## src/rtl/dac_sched_pkg.sv

```systemverilog
// dac_sched_pkg: shared states, DAC8562 command constants and init words for the DAC scheduler
// Contents: state_t, CMD_*/ADDR_* constants, INIT_WORDS/INIT_COUNT, dac_word/to_offset helpers,
// and the reset state / reset init-done value selected by the DAC_INIT_SEQ_EN macro.
package dac_sched_pkg;

    typedef enum logic [1:0] {ST_INIT, ST_IDLE, ST_SEND, ST_WAIT} state_t;

    localparam logic [2:0] CMD_WRITE_UPDATE = 3'b011;
    localparam logic [2:0] CMD_RESET        = 3'b101;
    localparam logic [2:0] CMD_REF          = 3'b111;
    localparam logic [2:0] ADDR_A           = 3'b000;
    localparam logic [2:0] ADDR_B           = 3'b001;

    localparam int INIT_COUNT = 2;
    localparam logic [23:0] INIT_WORDS [INIT_COUNT] = '{
        {2'b00, CMD_RESET, ADDR_A, 16'h0001},
        {2'b00, CMD_REF,   ADDR_A, 16'h0001}
    };

    function automatic logic [23:0] dac_word(input logic [2:0] cmd, input logic [2:0] addr, input logic [15:0] data);
        return {2'b00, cmd, addr, data};
    endfunction

    // Signed two's complement to the DAC's offset-binary code.
    function automatic logic [15:0] to_offset(input logic [15:0] s);
        return {~s[15], s[14:0]};
    endfunction

`ifdef DAC_INIT_SEQ_EN
    localparam state_t ST_RESET        = ST_INIT;
    localparam logic   INIT_DONE_RESET = 1'b0;
`else
    localparam state_t ST_RESET        = ST_IDLE;
    localparam logic   INIT_DONE_RESET = 1'b1;
`endif

endpackage

```

## src/rtl/dac_sample_slot.sv

```systemverilog
// dac_sample_slot: one-entry sample holding register with pending flag and overrun detection
// Ports: i_Clock, i_Reset_N (sync active-low), i_Sample/i_Valid (load strobe),
// i_Consume (scheduler takes the slot this cycle), o_Sample, o_Pending, o_Overrun (one-cycle pulse).
module dac_sample_slot (
    input  logic        i_Clock,
    input  logic        i_Reset_N,
    input  logic [15:0] i_Sample,
    input  logic        i_Valid,
    input  logic        i_Consume,
    output logic [15:0] o_Sample,
    output logic        o_Pending,
    output logic        o_Overrun
);

    logic [15:0] r_Sample;
    logic        r_Pending;
    logic        r_Overrun;

    always_ff @(posedge i_Clock) begin
        if (!i_Reset_N) begin
            r_Sample  <= '0;
            r_Pending <= 1'b0;
            r_Overrun <= 1'b0;
        end else begin
            if (i_Valid) r_Sample <= i_Sample;
            // A load in the consume cycle keeps the slot pending for the new value.
            r_Pending <= i_Valid | (r_Pending & ~i_Consume);
            r_Overrun <= i_Valid & r_Pending & ~i_Consume;
        end
    end

    assign o_Sample  = r_Sample;
    assign o_Pending = r_Pending;
    assign o_Overrun = r_Overrun;

endmodule

```

## src/rtl/dac_channel_scheduler.sv

```systemverilog
// dac_channel_scheduler: shares one 24-bit DAC SPI serializer between audio channels A and B
// Ports: i_Clock, i_Reset_N (sync active-low), i_Sample_A/i_Valid_A, i_Sample_B/i_Valid_B,
// o_DAC_Data/o_DAC_Send/i_DAC_Ready (serializer handshake), o_Overrun, o_Init_Done.
// Build option: DAC_INIT_SEQ_EN enables the post-reset DAC init word sequence.
module dac_channel_scheduler
    import dac_sched_pkg::*;
(
    input  logic        i_Clock,
    input  logic        i_Reset_N,
    input  logic [15:0] i_Sample_A,
    input  logic        i_Valid_A,
    input  logic [15:0] i_Sample_B,
    input  logic        i_Valid_B,
    output logic [23:0] o_DAC_Data,
    output logic        o_DAC_Send,
    input  logic        i_DAC_Ready,
    output logic        o_Overrun,
    output logic        o_Init_Done
);

    state_t      r_State, w_State_Next;
    logic [23:0] r_Data, w_Data_Next;
    logic        r_Send, w_Send_Next;
    logic        r_Last_B, w_Last_B_Next;
    logic        r_Init_Done, w_Init_Done_Next;
    logic        r_Init_Idx, w_Init_Idx_Next;
    logic        w_Consume_A, w_Consume_B, w_Pick_A;
    logic [15:0] w_Slot_A, w_Slot_B;
    logic        w_Pending_A, w_Pending_B, w_Overrun_A, w_Overrun_B;

    dac_sample_slot u_slot_a (
        .i_Clock   (i_Clock),
        .i_Reset_N (i_Reset_N),
        .i_Sample  (i_Sample_A),
        .i_Valid   (i_Valid_A),
        .i_Consume (w_Consume_A),
        .o_Sample  (w_Slot_A),
        .o_Pending (w_Pending_A),
        .o_Overrun (w_Overrun_A)
    );

    dac_sample_slot u_slot_b (
        .i_Clock   (i_Clock),
        .i_Reset_N (i_Reset_N),
        .i_Sample  (i_Sample_B),
        .i_Valid   (i_Valid_B),
        .i_Consume (w_Consume_B),
        .o_Sample  (w_Slot_B),
        .o_Pending (w_Pending_B),
        .o_Overrun (w_Overrun_B)
    );

    // Round-robin: A wins a tie only when B was served last.
    assign w_Pick_A = w_Pending_A & (~w_Pending_B | r_Last_B);

    always_ff @(posedge i_Clock) begin
        if (!i_Reset_N) begin
            r_State     <= ST_RESET;
            r_Data      <= '0;
            r_Send      <= 1'b0;
            r_Last_B    <= 1'b1;
            r_Init_Done <= INIT_DONE_RESET;
            r_Init_Idx  <= 1'b0;
        end else begin
            r_State     <= w_State_Next;
            r_Data      <= w_Data_Next;
            r_Send      <= w_Send_Next;
            r_Last_B    <= w_Last_B_Next;
            r_Init_Done <= w_Init_Done_Next;
            r_Init_Idx  <= w_Init_Idx_Next;
        end
    end

    always_comb begin
        w_State_Next     = r_State;
        w_Data_Next      = r_Data;
        w_Send_Next      = r_Send;
        w_Last_B_Next    = r_Last_B;
        w_Init_Done_Next = r_Init_Done;
        w_Init_Idx_Next  = r_Init_Idx;
        w_Consume_A      = 1'b0;
        w_Consume_B      = 1'b0;
        case (r_State)
            ST_INIT: begin
                if (i_DAC_Ready) begin
                    w_Data_Next  = INIT_WORDS[r_Init_Idx];
                    w_Send_Next  = 1'b1;
                    w_State_Next = ST_SEND;
                end
            end
            ST_IDLE: begin
                if (i_DAC_Ready && (w_Pending_A || w_Pending_B)) begin
                    w_Data_Next   = w_Pick_A ? dac_word(CMD_WRITE_UPDATE, ADDR_A, to_offset(w_Slot_A))
                                             : dac_word(CMD_WRITE_UPDATE, ADDR_B, to_offset(w_Slot_B));
                    w_Consume_A   = w_Pick_A;
                    w_Consume_B   = ~w_Pick_A;
                    w_Last_B_Next = ~w_Pick_A;
                    w_Send_Next   = 1'b1;
                    w_State_Next  = ST_SEND;
                end
            end
            ST_SEND: begin
                if (!i_DAC_Ready) begin
                    w_Send_Next  = 1'b0;
                    w_State_Next = ST_WAIT;
                end
            end
            default: begin
                if (i_DAC_Ready) begin
                    if (r_Init_Done) begin
                        w_State_Next = ST_IDLE;
                    end else if (r_Init_Idx == 1'(INIT_COUNT - 1)) begin
                        w_Init_Done_Next = 1'b1;
                        w_State_Next     = ST_IDLE;
                    end else begin
                        w_Init_Idx_Next = r_Init_Idx + 1'b1;
                        w_State_Next    = ST_INIT;
                    end
                end
            end
        endcase
    end

    assign o_DAC_Data  = r_Data;
    assign o_DAC_Send  = r_Send;
    assign o_Overrun   = w_Overrun_A | w_Overrun_B;
    assign o_Init_Done = r_Init_Done;

endmodule

```

## config.mk

```make
export PLATFORM = sky130hd
export DESIGN_NAME = dac_channel_scheduler
export DESIGN_NICKNAME = d
export VERILOG_FILES = /design/src/rtl/dac_sched_pkg.sv /design/src/rtl/dac_sample_slot.sv /design/src/rtl/dac_channel_scheduler.sv
export SDC_FILE = /design/constraint.sdc
export NUM_CORES = 1
export LEC_CHECK = 0
export CORE_UTILIZATION = 44
export DETAILED_ROUTE_END_ITERATION = 10
export GPL_ROUTABILITY_DRIVEN = 1
export PLACE_DENSITY = 0.74
export SLEW_MARGIN = 20
export SYNTH_ARGS = -nofsm -noshare
export SYNTH_HDL_FRONTEND = slang
export SYNTH_HIERARCHICAL = 1
export SYNTH_SLANG_ARGS = --single-unit
```

## constraint.sdc

```tcl
create_clock -name i_Clock -period 1.5 [get_ports i_Clock]
set_clock_uncertainty 0.1 [all_clocks]
set_input_delay 0.225 -clock i_Clock [delete_from_list [all_inputs] [get_ports i_Clock]]
set_output_delay 0.225 -clock i_Clock [all_outputs]
set_load 0.02 [all_outputs]
```

==> results of run 1 <==
==> area by class of cell <==
| cell class | count | area (um2) | share of cell area, % |
|---|---|---|---|
| sequential | 62 | 1242 | 36.72 |
| multi-input combinational | 153 | 1146 | 33.88 |
| timing repair buffer | 76 | 710.7 | 21.01 |
| clock buffer | 13 | 168.9 | 4.993 |
| tap | 72 | 90.09 | 2.663 |
| clock inverter | 3 | 17.52 | 0.5178 |
| inverter | 2 | 7.507 | 0.2219 |
==> worst max-delay path, delay by kind of cell <==
kind                   cells  cell delay (ns)
AO/OA/AOI/OAI              1             0.26
buffers and inverters      1             0.47
AND/OR/NAND/NOR            3             0.61
==> sequential cells by signal (all words and copies together), names as in the netlist <==
signal              cells
u_slot_b/o_Sample      16
o_Init_Done             1
u_slot_a/o_Pending      1
r_Init_Idx              1
u_slot_b/o_Pending      1
u_slot_a/o_Sample      16
u_slot_b/o_Overrun      1
o_DAC_Send              1
o_DAC_Data             20
u_slot_a/o_Overrun      1
r_Last_B                1
r_State                 2
==> power by group through the flow <==
stage               sequential (W)  combinational [W]  clock [W]
global placement           0.00182           0.000526          0
floorplan                  0.00184           0.000284          0
finish                     0.00179           0.000520    0.00136
CTS                        0.00179           0.000523    0.00138
global route               0.00180           0.000565    0.00146
detailed placement         0.00182           0.000537          0
==> routing by layer <==
metal	vias up	global-route usage, %	share of wire, %
met5	-	0	0
met4	0	11.51	1.8
li1	942	-	-
met2	62	27.17	43
met3	9	5.059	6.5
met1	841	23.97	49
==> layout by cell type, fill, tap and decap left out, types with 2 or more instances in the layout <==
master / synthesis / routed
inv_1: 2 / 2
clkdlybuf4s50_1: 0 / 36
buf_12: 2 / 2
a21oi_1: 2 / 2
nand3_1: 2 / 2
and3_2: 2 / 2
clkinv_2: 0 / 2
o21a_1: 5 / 5
nand2b_1: 3 / 3
nor2_1: 4 / 4
o21ai_0: 5 / 5
mux2i_1: 37 / 37
nand3b_1: 2 / 2
dlygate4sd2_1: 0 / 22
a221o_1: 10 / 10
nor2b_1: 35 / 35
clkbuf_8: 0 / 12
dfxtp_1: 62 / 61
buf_4: 4 / 15
o2bb2ai_1: 5 / 5
or2_2: 2 / 2
and2_1: 9 / 9
a21boi_0: 2 / 2
conb_1: 1 / 4
nand2_1: 11 / 10
==> synthesized netlist by cell type (all sizes together) <==
master / number / area (um2)
nand2: 11 / 41.29
and4: 1 / 11.26
o221a: 1 / 11.26
and3: 2 / 15.01
clkbuf: 3 / 11.26
or2: 3 / 18.77
nand3b: 2 / 15.01
a21oi: 3 / 26.28
mux2i: 37 / 370.4
a21boi: 2 / 15.01
nor2: 6 / 27.52
o31ai: 1 / 7.510
o32ai: 1 / 8.760
nor2b: 36 / 227.7
o21ai: 5 / 25.02
a221o: 10 / 100.1
nand3: 2 / 10.01
o211ai: 1 / 7.510
o21a: 5 / 37.54
inv: 2 / 7.510
conb: 1 / 3.750
and3b: 1 / 8.760
a22oi: 1 / 7.510
nand4: 1 / 6.260
buf: 13 / 136.4
o2bb2ai: 5 / 43.79
and2: 9 / 56.30
dfxtp: 62 / 1241
nand2b: 3 / 18.77
==> timing repair <==
action | CTS | global route
buffers inserted | 0 | 0
gates resized for setup | 28 | 3
setup endpoints to repair | 37 | 18
pin swaps | 0 | 2
==> per-stage QoR <==
step / hold WS, ns / setup WS (ns)
after global routing: 0.3951 / 0.01148
after floorplan: 0.2532 / 0.002580
after detailed placement: 0.3537 / -0.4179
after global placement: 0.3472 / -0.3448
final: 0.3656 / 0.06338
after CTS: 0.3709 / 0.03056
==> worst paths after layout <==
kind / endpoint / startpoint / slack (ns)
setup reg to reg: o_DAC_Data[8] / r_State[0] / 0.07
hold / removal: o_DAC_Data[19] / o_DAC_Data[19] / 0.37
setup / recovery: o_DAC_Data[13] / i_DAC_Ready / 0.06
hold reg to reg: o_DAC_Data[19] / o_DAC_Data[19] / 0.37
==> cells by family after synthesis <==
logic type,synth area share [%]
buf+inv,6.163
simple gates,18.14
flops,49.30
other cells,0.1490
compound gates,11.53
mux,14.71
==> flow_metrics.env, run 1 <==
export IMPL_wirelength_um=5160
export IMPL_clkPwrFrac_pct=37.1
export IMPL_power_switching_w=0.0009219
export IMPL_root_buffer="clkbuf_8"
export IMPL_grt_antenna_before_repair=0
export IMPL_ctsLongestPathBuffers=2
export IMPL_slew_violations=0
export IMPL_ctsHtreeMaxLevel=3
export IMPL_ir_worst_vdd_uv=647.9
export IMPL_place_congestion=0.7361
export IMPL_yosysUniqueCellTypes=36
export IMPL_ys_ff_latch=62
export IMPL_grt_use_total_pct=18.52
export IMPL_power_density_nw_per_um2=1085
export IMPL_critPathKind="primary input to flop"
export IMPL_core_um2=5507
export IMPL_die_h_um=77.64
export IMPL_clock_sinks=62
export IMPL_startpoint_type="primary input"
export IMPL_stdcell_count=381
export IMPL_area_growth_pct=34.39
export IMPL_ant_nets=0
export IMPL_drt_iter0_markers=97
export IMPL_diodes=0
export IMPL_dieWidth_um=77.64
export IMPL_cts_tree="built"
export IMPL_critPathSlowestCell="clkdlybuf4s50_1"
export IMPL_rsz0062_at_grt="no"
export IMPL_dpl_hpwl_um=3524
export IMPL_period_minus_slack_ns=1.437
export IMPL_place_area_um2=3214
export IMPL_grt_pass1_wl_um=8418
export IMPL_drc=0
export IMPL_hold_class="flop to flop"
export IMPL_cp_arrival_ns=1.56
export IMPL_dieArea_um2=6028
export IMPL_fin_setup_tns_ns=0
export IMPL_avgSynthCellArea_um2=10.95
export IMPL_synth_seq_area_share_pct=49.30
export IMPL_first_global_vias=1765
export IMPL_vias=1854
export IMPL_final_hold_violation_count=0
export IMPL_finalCritPeriodShare_pct=95.77
export IMPL_io_buffers=59
export IMPL_p_comb_share_pct=14.2
export IMPL_drt_pass1_iter_count=4
export IMPL_boundaryPins=64
export IMPL_start_util_pct=45.72
export IMPL_endpoint_kind="flop"
export IMPL_cts_buffers=9
export IMPL_synth_area_um2=2517
export IMPL_cpPeakStageDelay_ns=0.47
export IMPL_worstSkewPairLatency_ns=0.34
export IMPL_post_route_util_pct=61.44
export IMPL_p_leak_nw=1.509
export IMPL_finalInstanceArea_um2=3383
export IMPL_seqPwrFrac_pct=48.7
export IMPL_required_ns=1.63
export IMPL_power_w=0.003671
export IMPL_wire_per_inst_um=13.54
export IMPL_switching_share_pct=25.11
export IMPL_status="completed"
export IMPL_intPower_w=0.002749
export IMPL_netlist_instances=230
export IMPL_maxCapViolations=0
export IMPL_holdPathStages=1
export IMPL_rows=27
export IMPL_nFillCells=462
export IMPL_dp_cells=365
export IMPL_clkTransAtPathRegs_ns=0.06
export IMPL_rr_worst_depth=4
export IMPL_cp_cell_sequence="clkdlybuf4s50_1 -> and3b_2 -> and4_4 -> and2_1 -> a221o_1"
export IMPL_setup_violations=0
export IMPL_final_layout_size_suffix_gt1_share_pct=14.89
export IMPL_nets=341
export IMPL_grt_ovfl_total=0
export IMPL_max_freq_ghz=0.6961
export IMPL_routed_via_density=4.866
export IMPL_cp_max_fo=10
export IMPL_cts_hold_buf=0
export IMPL_yosys_warnings=6
export IMPL_grt_max_degree=30
Power figures use the tool's default switching activity.
==> run 2, diff against run 1 <==
--- a/config.mk
+++ b/config.mk
@@ -9,7 +9,6 @@
 export DETAILED_ROUTE_END_ITERATION = 10
 export GPL_ROUTABILITY_DRIVEN = 1
 export PLACE_DENSITY = 0.74
-export SLEW_MARGIN = 20
 export SYNTH_ARGS = -nofsm -noshare
 export SYNTH_HDL_FRONTEND = slang
 export SYNTH_HIERARCHICAL = 1
==> results of run 2 <==
The final DEF is identical to that of run 1; final timing and power are the same.
==> run 3, diff against run 2 <==
--- a/config.mk
+++ b/config.mk
@@ -8,6 +8,7 @@
 export CORE_UTILIZATION = 44
 export DETAILED_ROUTE_END_ITERATION = 10
 export GPL_ROUTABILITY_DRIVEN = 1
+export GPL_TIMING_DRIVEN = 0
 export PLACE_DENSITY = 0.74
 export SYNTH_ARGS = -nofsm -noshare
 export SYNTH_HDL_FRONTEND = slang
==> run 3 against run 2 <==
Compared with the run above:
- critical path depth is 1 higher
- largest cell class unchanged
- global-route usage down 0.10 points
- final cell count unchanged
- critical endpoint is now o_DAC_Data[4]
- sequential cell count stayed put
- register-to-register slack got worse by 0.06 ns
- clock power down 8%
- non-clock buffer count did not move
==> flow_metrics.env, run 3 (synthesized netlist as in run 1, its figures left out) <==
export IMPL_regToRegSetupSlack_ns=0.01
export IMPL_start_util_pct=45.72
export IMPL_min_delay_start="i_Valid_B"
export IMPL_area_growth_pct=34.94
export IMPL_routed_via_density=4.827
export IMPL_power_w=0.003569
export IMPL_crit_start="r_State[1]"
export IMPL_r2r_end="o_DAC_Data[4]"
export IMPL_cts_tree="built"
export IMPL_fin_setup_tns_ns=0
export IMPL_boundaryPins=64
export IMPL_grt_max_degree=24
export IMPL_clkTransAtPathRegs_ns=0.07
export IMPL_grt_antenna_before_repair=0
export IMPL_holdPathEnd="u_slot_b/o_Sample[14]"
export IMPL_dieArea_um2=6028
export IMPL_final_hold_violation_count=0
export IMPL_cp_arrival_ns=1.61
export IMPL_cts_hold_buf=0
export IMPL_final_cell_mix="dfxtp_1 (59), mux2i_1 (37), nor2b_1 (35)"
export IMPL_met1_usage_pct=24.43
export IMPL_worstSkewPairLatency_ns=0.33
export IMPL_max_freq_ghz=0.6713
export IMPL_hold_class="primary input to flop"
export IMPL_clock_sinks=62
export IMPL_status="completed"
export IMPL_p_leak_nw=1.513
export IMPL_top_usage_layer="met2"
export IMPL_worstReg2RegStart="r_State[1]"
export IMPL_diodes=0
export IMPL_io_buffers=57
export IMPL_rr_worst_depth=6
export IMPL_critPathKind="flop to flop"
export IMPL_layout_commonest_cell="dfxtp_1"
export IMPL_startpoint_type="flop"
export IMPL_core_um2=5507
export IMPL_first_global_vias=1670
export IMPL_setup_violations=0
export IMPL_ctsLongestPathBuffers=2
export IMPL_largest_reg_flops=20
export IMPL_wire_per_inst_um=13.33
export IMPL_holdPathStages=3
export IMPL_finalCritPeriodShare_pct=99.30
export IMPL_rsz0062_at_grt="yes"
export IMPL_wirelength_um=5077
export IMPL_ctsHtreeMaxLevel=3
export IMPL_relSlewSlack_pct=52.07
export IMPL_ir_worst_vdd_uv=576.1
export IMPL_root_buffer="clkbuf_8"
export IMPL_nets=341
export IMPL_drt_pass1_iter_count=4
export IMPL_slew_violations=0
export IMPL_dieWidth_um=77.64
export IMPL_rows=27
export IMPL_maxCapViolations=0
export IMPL_required_ns=1.62
export IMPL_die_h_um=77.64
export IMPL_worst_pin_slew_ns=0.7189
export IMPL_endpoint_kind="flop"
export IMPL_period_minus_slack_ns=1.490
export IMPL_ant_nets=0
export IMPL_drc=0
export IMPL_place_congestion=0.7643
export IMPL_drt_iter0_markers=141
export IMPL_power_density_nw_per_um2=1051
export IMPL_grt_ovfl_total=0
export IMPL_use_met3_pct=5.647
export IMPL_final_layout_size_suffix_gt1_share_pct=16.18
export IMPL_grt_use_total_pct=18.42
export IMPL_grt_pass1_wl_um=8300
export IMPL_nFillCells=493
export IMPL_grtUsageMet2_pct=26.19
export IMPL_cp_max_fo=10
export IMPL_dpl_hpwl_um=3354
export IMPL_cts_buffers=9
export IMPL_vias=1839
## run 3: cell count changes in the layout (fill, tap and decap cells not counted), moves of 2 or more
cell	change
buf_6	+5
dfxtp_1	-2
clkdlybuf4s50_1	-4
dlygate4sd2_1	+2
dfxtp_2	+2
buf_4	-8
clkbuf_1	+4
clkbuf_8	-2
## run 3: worst max path at each step
stage                                 to  cells past startpoint
after floorplan           o_DAC_Data[12]                      6
after global placement     o_DAC_Data[4]                      4
after detailed placement   o_DAC_Data[4]                      4
after CTS                  o_DAC_Data[4]                      5
after global routing       o_DAC_Data[4]                      6
final                      o_DAC_Data[4]                      6
## run 3: metrics by stage
| step | std cells | hold WS, ns | util (%) | cell area, um2 | setup WS, ns |
|---|---|---|---|---|---|
| 2_1_floorplan | 233 | 0.2532 | - | 2529 | 0.002580 |
| 3_3_place_gp | 362 | 0.3466 | 57.92 | 3189 | -0.7072 |
| 3_5_place_dp | 362 | 0.3505 | 57.92 | 3189 | -0.7488 |
| 4_1_cts | 380 | 0.1493 | 61.05 | 3362 | 0.006119 |
| 5_1_grt | 381 | 0.1618 | 61.69 | 3397 | -0.03852 |
| 6_report | 381 | 0.1579 | 61.69 | 3397 | 0.01043 |
## run 3: where the power goes
part	total (W)	leakage, nW	internal (W)	switching, W
Clock	0.00125	0.0861	0.000637	0.000618
Combinational	0.000526	0.918	0.000284	0.000242
Sequential	0.00179	0.510	0.00174	0.0000501
## run 3: timing repair
item / in CTS / in global routing
buffers inserted: 3 / 1
endpoints found under the setup margin: 68 / 16
pin swaps: 1 / 13
resized for setup: 37 / 5
gates cloned: 0 / 0
## run 3: layout make-up
cell class | count | area [um2] | area share (%)
Multi-Input combinational cell | 153 | 1166 | 34.33
Timing Repair Buffer | 61 | 578.1 | 17.02
Tap cell | 72 | 90.09 | 2.652
Sequential cell | 62 | 1245 | 36.65
Buffer | 15 | 142.6 | 4.199
Inverter | 2 | 7.507 | 0.2210
Clock buffer | 12 | 145.1 | 4.273
Clock inverter | 4 | 22.52 | 0.6630
## run 3: per-layer routing
layer  part of all wire [%]  wire length [um]
met1                     48              2425
met2                     44              2252
met3                    5.8               296
met4                    2.0               103
met5                      0                 0
## run 3: critical path: stages, from the launching register on
cell and delay, ns:
dfxtp_2 0.32, buf_6 0.10, and3b_2 0.24, nand2_2 0.11, nor2_4 0.06, buf_12 0.14
a221o_1 0.31
